## src/rtl/fetch_queue.sv

```systemverilog
// -----------------------------------------------------------------------------
// fetch_queue
//
// Purpose:
//   Instruction fetch stage with a small prefetch FIFO.
//   - Generates the fetch PC and issues one word request at a time on the
//     instruction memory port.
//   - Buffers the returned words as {pc, instr} entries.
//   - Presents the head entry to predecode combinationally.
//   - Raises stall_imem whenever it has nothing to deliver.
//
// Optional build macro:
//   FETCH_BYPASS_EN
//     Undefined (default): every accepted word is pushed into the FIFO and
//       appears on ir_if the cycle after its ack.
//     Defined: a word returned while the FIFO is empty is forwarded to
//       ir_if/pc_if in the ack cycle itself. If it is consumed in that cycle
//       it is not pushed.
//
// Ports:
//   clk          in   rising-edge clock
//   rst_n        in   asynchronous active-low reset
//   stall_if     in   1 = predecode does not take the head instruction
//   redirect     in   branch/jump/trap redirect pulse
//   redirect_pc  in   new fetch target (bits [1:0] ignored)
//   imem_req     out  instruction memory request
//   imem_addr    out  word-aligned request address
//   imem_ack     in   imem_data valid for the current request
//   imem_data    in   returned instruction word
//   ir_if        out  head instruction (NOP when valid_if = 0)
//   pc_if        out  PC of ir_if (0 when valid_if = 0)
//   valid_if     out  head instruction valid
//   stall_imem   out  !valid_if
// -----------------------------------------------------------------------------
module fetch_queue #(
    parameter int              XLEN     = 64,
    parameter int              QDEPTH   = 4,
    parameter logic [XLEN-1:0] RESET_PC = XLEN'(64'h0000_0000_8000_0000)
) (
    input  logic            clk,
    input  logic            rst_n,
    input  logic            stall_if,
    input  logic            redirect,
    input  logic [XLEN-1:0] redirect_pc,
    output logic            imem_req,
    output logic [XLEN-1:0] imem_addr,
    input  logic            imem_ack,
    input  logic [31:0]     imem_data,
    output logic [31:0]     ir_if,
    output logic [XLEN-1:0] pc_if,
    output logic            valid_if,
    output logic            stall_imem
);

    localparam int          PTR_W = (QDEPTH > 1) ? $clog2(QDEPTH) : 1;
    localparam int          CNT_W = PTR_W + 1;
    localparam logic [31:0] NOP   = 32'h0000_0013;

    typedef enum logic [1:0] {
        S_IDLE,
        S_REQ,
        S_DROP
    } state_t;

    state_t          r_state;
    logic [XLEN-1:0] r_pc;       // next fetch PC; equals r_addr while in S_REQ
    logic [XLEN-1:0] r_addr;     // address presented on imem_addr
    logic [CNT_W-1:0] r_count;
    logic [PTR_W-1:0] r_rd_ptr;
    logic [PTR_W-1:0] r_wr_ptr;
    logic [XLEN-1:0] r_mem_pc [QDEPTH];
    logic [31:0]     r_mem_ir [QDEPTH];

    state_t           w_state_next;
    logic [XLEN-1:0]  w_pc_next;
    logic [XLEN-1:0]  w_addr_next;
    logic [CNT_W-1:0] w_count_next;
    logic [XLEN-1:0]  w_pc_inc;
    logic [XLEN-1:0]  w_redirect_pc;
    logic             w_head_valid;
    logic             w_bypass;
    logic             w_push;
    logic             w_pop_fifo;

    assign w_head_valid  = (r_count != '0);
    assign w_pc_inc      = r_pc + XLEN'(4);
    // Masking rather than slicing keeps every redirect_pc bit in use.
    assign w_redirect_pc = redirect_pc & ~XLEN'(3);

`ifdef FETCH_BYPASS_EN
    // Forward the returning word when nothing older is queued. Words
    // returned in S_DROP or alongside a redirect are stale and never forwarded.
    assign w_bypass = !w_head_valid && (r_state == S_REQ) && imem_ack && !redirect;
`else
    assign w_bypass = 1'b0;
`endif

    // A forwarded word that is consumed in its ack cycle never enters the FIFO.
    assign w_push     = !redirect && (r_state == S_REQ) && imem_ack && !(w_bypass && !stall_if);
    assign w_pop_fifo = w_head_valid && !stall_if && !redirect;

    always_comb begin
        w_count_next = r_count;
        if (redirect) begin
            w_count_next = '0;
        end else begin
            w_count_next = r_count + CNT_W'(w_push) - CNT_W'(w_pop_fifo);
        end
    end

    // Next-state logic. Credit is "count + outstanding < QDEPTH". Each
    // transition into S_REQ loads r_addr with the PC to be requested.
    always_comb begin
        w_state_next = r_state;
        w_pc_next    = r_pc;
        w_addr_next  = r_addr;
        if (redirect) begin
            w_pc_next = w_redirect_pc;
            if ((r_state != S_IDLE) && !imem_ack) begin
                // Keep the old request on the bus until its ack drains it.
                w_state_next = S_DROP;
            end else begin
                // The FIFO is flushed, so credit is always available here.
                w_state_next = S_REQ;
                w_addr_next  = w_redirect_pc;
            end
        end else begin
            case (r_state)
                S_IDLE: begin
                    if (r_count < CNT_W'(QDEPTH)) begin
                        w_state_next = S_REQ;
                        w_addr_next  = r_pc;
                    end
                end
                S_REQ: begin
                    if (imem_ack) begin
                        w_pc_next = w_pc_inc;
                        if (w_count_next < CNT_W'(QDEPTH)) begin
                            w_addr_next = w_pc_inc;
                        end else begin
                            w_state_next = S_IDLE;
                        end
                    end
                end
                S_DROP: begin
                    if (imem_ack) begin
                        if (r_count < CNT_W'(QDEPTH)) begin
                            w_state_next = S_REQ;
                            w_addr_next  = r_pc;
                        end else begin
                            w_state_next = S_IDLE;
                        end
                    end
                end
                default: w_state_next = S_IDLE;
            endcase
        end
    end

    always_ff @(posedge clk or negedge rst_n) begin
        if (!rst_n) begin
            r_state  <= S_IDLE;
            r_pc     <= RESET_PC;
            r_addr   <= RESET_PC;
            r_count  <= '0;
            r_rd_ptr <= '0;
            r_wr_ptr <= '0;
        end else begin
            r_state <= w_state_next;
            r_pc    <= w_pc_next;
            r_addr  <= w_addr_next;
            r_count <= w_count_next;
            if (redirect) begin
                r_rd_ptr <= '0;
                r_wr_ptr <= '0;
            end else begin
                if (w_pop_fifo) r_rd_ptr <= r_rd_ptr + PTR_W'(1);
                if (w_push)     r_wr_ptr <= r_wr_ptr + PTR_W'(1);
            end
        end
    end

    // FIFO storage. It needs no reset because r_count gates every read.
    always_ff @(posedge clk) begin
        if (w_push) begin
            r_mem_pc[r_wr_ptr] <= r_addr;
            r_mem_ir[r_wr_ptr] <= imem_data;
        end
    end

    assign imem_req   = (r_state != S_IDLE);
    assign imem_addr  = r_addr;
    assign valid_if   = w_head_valid || w_bypass;
    assign stall_imem = !valid_if;

    always_comb begin
        ir_if = NOP;
        pc_if = '0;
        if (w_head_valid) begin
            ir_if = r_mem_ir[r_rd_ptr];
            pc_if = r_mem_pc[r_rd_ptr];
        end else if (w_bypass) begin
            ir_if = imem_data;
            pc_if = r_addr;
        end
    end

endmodule
```

## config.mk

```make
export PLATFORM = sky130hd
export DESIGN_NAME = fetch_queue
export DESIGN_NICKNAME = d
export VERILOG_FILES = /design/src/rtl/fetch_queue.sv
export SDC_FILE = /design/constraint.sdc
export NUM_CORES = 1
export LEC_CHECK = 0
export ABC_AREA = 1
export CAP_MARGIN = 25
export CORE_MARGIN = 2
export CORE_UTILIZATION = 42
export CTS_CLUSTER_DIAMETER = 100
export DETAILED_ROUTE_END_ITERATION = 16
export SLEW_MARGIN = 10
export SYNTH_ARGS = -nofsm -noshare
export SYNTH_HDL_FRONTEND = slang
export SYNTH_SLANG_ARGS = --single-unit
```

## constraint.sdc

```tcl
create_clock -name clk -period 8.3 [get_ports clk]
set_input_delay 1.66 -clock clk [delete_from_list [all_inputs] [get_ports clk]]
set_output_delay 1.66 -clock clk [all_outputs]
set_load 0.02 [all_outputs]
```

==> reports/metrics.csv <==
stage,metric,value,unit
run_status,status,"finished, final reports clean",
floorplanning,Die X,240,µm
logic_synthesis,Synth Register Bits,514,
grt,routing usage on met2,0.393,
flow_run,max cap viols,0,
pwr,Total Power,10.6,mW
floorplanning,Die Span Y,240,µm
pwr,maximum VDD drop,0.314,mV
grt,largest net degree at the start of global routing,93,
routing,via count,18300,
logic_synthesis,sequential area share after synthesis,0.632,
critical_path,Startpoint Class,flip-flop,
logic_synthesis,ys flop type,edfxtp_1,
placed_design,dpl hpwl,47.2,mm
routing,Antenna Nets Post-Route,0,
logic_synthesis,Synth top area share,0.488,
pwr,PwrDens,375,nW/µm²
critical_path,"Slowest-stage cell, CP",buf_4,
pwr,Leak Pwr,10.3,nW
logic_synthesis,asr flop ratio synth,0.261,
sta,setup ws final,2.37,ns
routing,Residual DRC,0,
clocking,post-CTS sizing,0,
critical_path,R2R Path End,imem_addr[56],
clocking,CTS tree,built,
grt,met1 usage,0.355,
grt,busiest grt layer,met2,
clocking,clk root buf,clkbuf_16,
cells_and_area,Area Overhead vs Synth,21.3,%
logic_synthesis,post-synthesis instance total,2450,
clocking,CTS clock-pin slew for the worst setup and hold paths,0.06,ns
grt,first-pass GRT wire length,107,mm
clocking,cts bufs inserted,54,
sta,clock skew,0.0189,ns
floorplanning,Initial Utilization,0.424,
cells_and_area,share of cells above drive strength 1,0.0577,
grt,GR Overflow Total,0,
clocking,htree depth,2,
critical_path,launch point of the worst path,r_rd_ptr[0],
routing,number of iterations in the first detailed-routing pass,5,
routing,Via density,5.29,
grt,Total GRT Usage,0.249,
clocking,Post-CTS Hold Fix Bufs,0,
sta,final-report setup violation count,0,
placed_design,port bufs,261,
grt,GRT met3 Usage,0.0405,
floorplanning,IO Count,264,
cells_and_area,# fillers,5018,
logic_synthesis,yosys warns,0,
critical_path,worst reg2reg path depth,21,
cells_and_area,Final nets,2770,
placed_design,GPL Wtd Cong,0.922,
critical_path,CP endpoint kind,primary output,
sta,RSZ-0062 raised after global routing,false,
worst_hold_path,worst hold path type,flip-flop to flip-flop,
clocking,setup repair bufs after CTS,0,
sta,Final Cycle Share,0.714,
sta,FMAX,0.169,GHz
sta,Worst-Margin Slew,1.03,ns
critical_path,crit path kind,flip-flop to primary output,
clocking,Max Root-Sink Buffers,3,
cells_and_area,Reg area,14800,µm²
routing,Total Wirelength,72.6,mm
grt,vias in the first global route,17300,
logic_synthesis,"Avg Cell Area, Syn",9.54,µm²
critical_path,CP Max Fanout,89,
clocking,"Clk Latency, worst-skew pair",0.61,ns
sta,Slew headroom,0.311,
cells_and_area,final cell count without fillers,3455,
critical_path,Critical Path Max Stage Delay,0.91,ns
sta,TNS Setup,0,ns
floorplanning,Core Area,55100,µm²
routing,drt first-iter violations,1468,
critical_path,critical path's top delay family,buffers and inverters,
critical_path,worst setup path end,pc_if[26],
placed_design,Cells after DPL,3353,
critical_path,Critical Path AT,4.27,ns
sta,final hold slack,0.535,ns
sta,final hold vios,0,
logic_synthesis,top-count cell post-synth,nor2_1,
critical_path,reg2reg start,r_state[1],
logic_synthesis,syn nets,2559,
logic_synthesis,synth unique cells,42,
clocking,Clock Sinks,514,
floorplanning,die area,57500,µm²
critical_path,Worst EP required,6.64,ns
floorplanning,# rows,86,
routing,WL/cell,21.0,µm
sta,min Tclk post-route,5.93,ns
critical_path,CP Depth,7,
placed_design,pre-CTS setup slack,2.09,ns
logic_synthesis,commonest cells in the netlist,"651 x nor2_1, 388 x nand2_1, 380 x edfxtp_1, 264 x o21ai_0, 212 x a21oi_1",
logic_synthesis,Synth area leaders,"edfxtp_1 49%, dfrtp_1 14%, nor2_1 10%",
grt,initial antenna violation count,2,
critical_path,"Critical Path, Cell by Cell","buf_4, buf_4, nor2_1, nor2_1, o21ai_0, a21oi_1, clkdlybuf4s50_1",
logic_synthesis,largest area contributor in the netlist,edfxtp_1,
logic_synthesis,area of the mapped netlist,23400,µm²
critical_path,worst reg2reg setup slack,3.56,ns
logic_synthesis,Post-synth EDFFs,380,
cells_and_area,multi-input combinational cell area,7670,µm²
sta,Final Max Tran Viols,0,
critical_path,worst path bufs/invs,3,
registers in the layout, summed over array words and instances, names as in the netlist:
name and count:
r_mem_pc 252, imem_addr 63, r_rd_ptr 2, r_count 3, r_mem_ir 128, r_state 2, r_pc 62, r_wr_ptr 2
final cells by class:
| cell class | count | area share |
|---|---|---|
| sequential | 514 | 0.521 |
| multi-input combinational | 1704 | 0.271 |
| timing repair buffer | 285 | 0.102 |
| clock buffer | 74 | 0.0521 |
| tap | 748 | 0.0330 |
| inverter | 102 | 0.0136 |
| clock inverter | 26 | 0.00698 |
| antenna | 2 | 0.000177 |
stage by stage:
stage	util	area (µm²)
finish	0.514	28300
CTS	0.514	28300
global placement	0.482	26600
detailed placement	0.484	26700
floorplan	-	23400
global route	0.514	28300
layout by cell type, fill, tap and decap left out, drive strengths merged:
| cell | count |
|---|---|
| nand4 | 12 |
| o211ai | 5 |
| dfrtp | 132 |
| fa | 1 |
| edfxtp | 380 |
| ha | 7 |
| nor3 | 4 |
| a21oi | 212 |
| o21ai | 269 |
| a31oi | 14 |
| a22o | 1 |
| or2 | 2 |
| o21a | 1 |
| a22oi | 1 |
| o21bai | 12 |
| nand3 | 43 |
| nor3b | 2 |
| inv | 102 |
| o311ai | 3 |
| nand2 | 400 |
| bufinv | 2 |
| clkdlybuf4s50 | 259 |
| buf | 26 |
| nor2 | 674 |
| clkbuf | 74 |
| o221a | 1 |
| xor2 | 23 |
| o22ai | 12 |
| dfstp | 2 |
| a211oi | 1 |
| diode | 2 |
| xnor2 | 2 |
| nand3b | 2 |
| clkinv | 24 |
power breakdown:
group	internal [mW]	leakage [nW]	switching, mW
clock network	1.31	0.820	1.00
registers	3.36	4.97	0.653
logic	1.56	4.56	2.74
metal layers:
layer / vias to the layer above / share of wire
li1: 8699 / -
met1: 8912 / 0.45
met2: 572 / 0.46
met3: 92 / 0.062
met4: 0 / 0.026
met5: - / 0
worst register-to-register path: stages, from the launching register on:
cell and delay [ns]:
dfrtp_1 0.40, inv_1 0.08, nand2_2 0.11, inv_1 0.20
nand2_1 0.23, nor2_4 0.33, inv_1 0.51, ha_1 0.47
inv_1 0.06, ha_1 0.13, inv_1 0.05, fa_1 0.39
inv_1 0.07, nand2_1 0.05, nand2_1 0.11, nor2_2 0.06
nand2_2 0.10, nand2_4 0.05, inv_2 0.59, buf_4 0.46
nor2_1 0.07, a21oi_1 0.16
worst min-delay path by stage:
stage	to	start	depth (start not counted)	slack [ns]
floorplan	r_pc[31]	r_pc[31]	2	0.50
global placement	r_pc[31]	r_pc[31]	2	0.52
detailed placement	r_pc[31]	r_pc[31]	2	0.53
CTS	r_pc[31]	r_pc[31]	2	0.54
global route	r_pc[31]	r_pc[31]	2	0.56
finish	r_pc[31]	r_pc[31]	2	0.53
logic make-up (layout without fill, tap and decap cells):
| logic type | after synthesis | after routing | share of synthesized area |
|---|---|---|---|
| simple gates | 1139 | 1139 | 0.194 |
| compound gates | 532 | 532 | 0.118 |
| flops | 514 | 514 | 0.632 |
| buf+inv | 232 | 487 | 0.0412 |
| xor+xnor | 25 | 25 | 0.00937 |
| fa+ha+maj | 8 | 8 | 0.00461 |
| other cells | 0 | 2 | 0 |
Note: power is estimated with default switching activity, not from simulation.
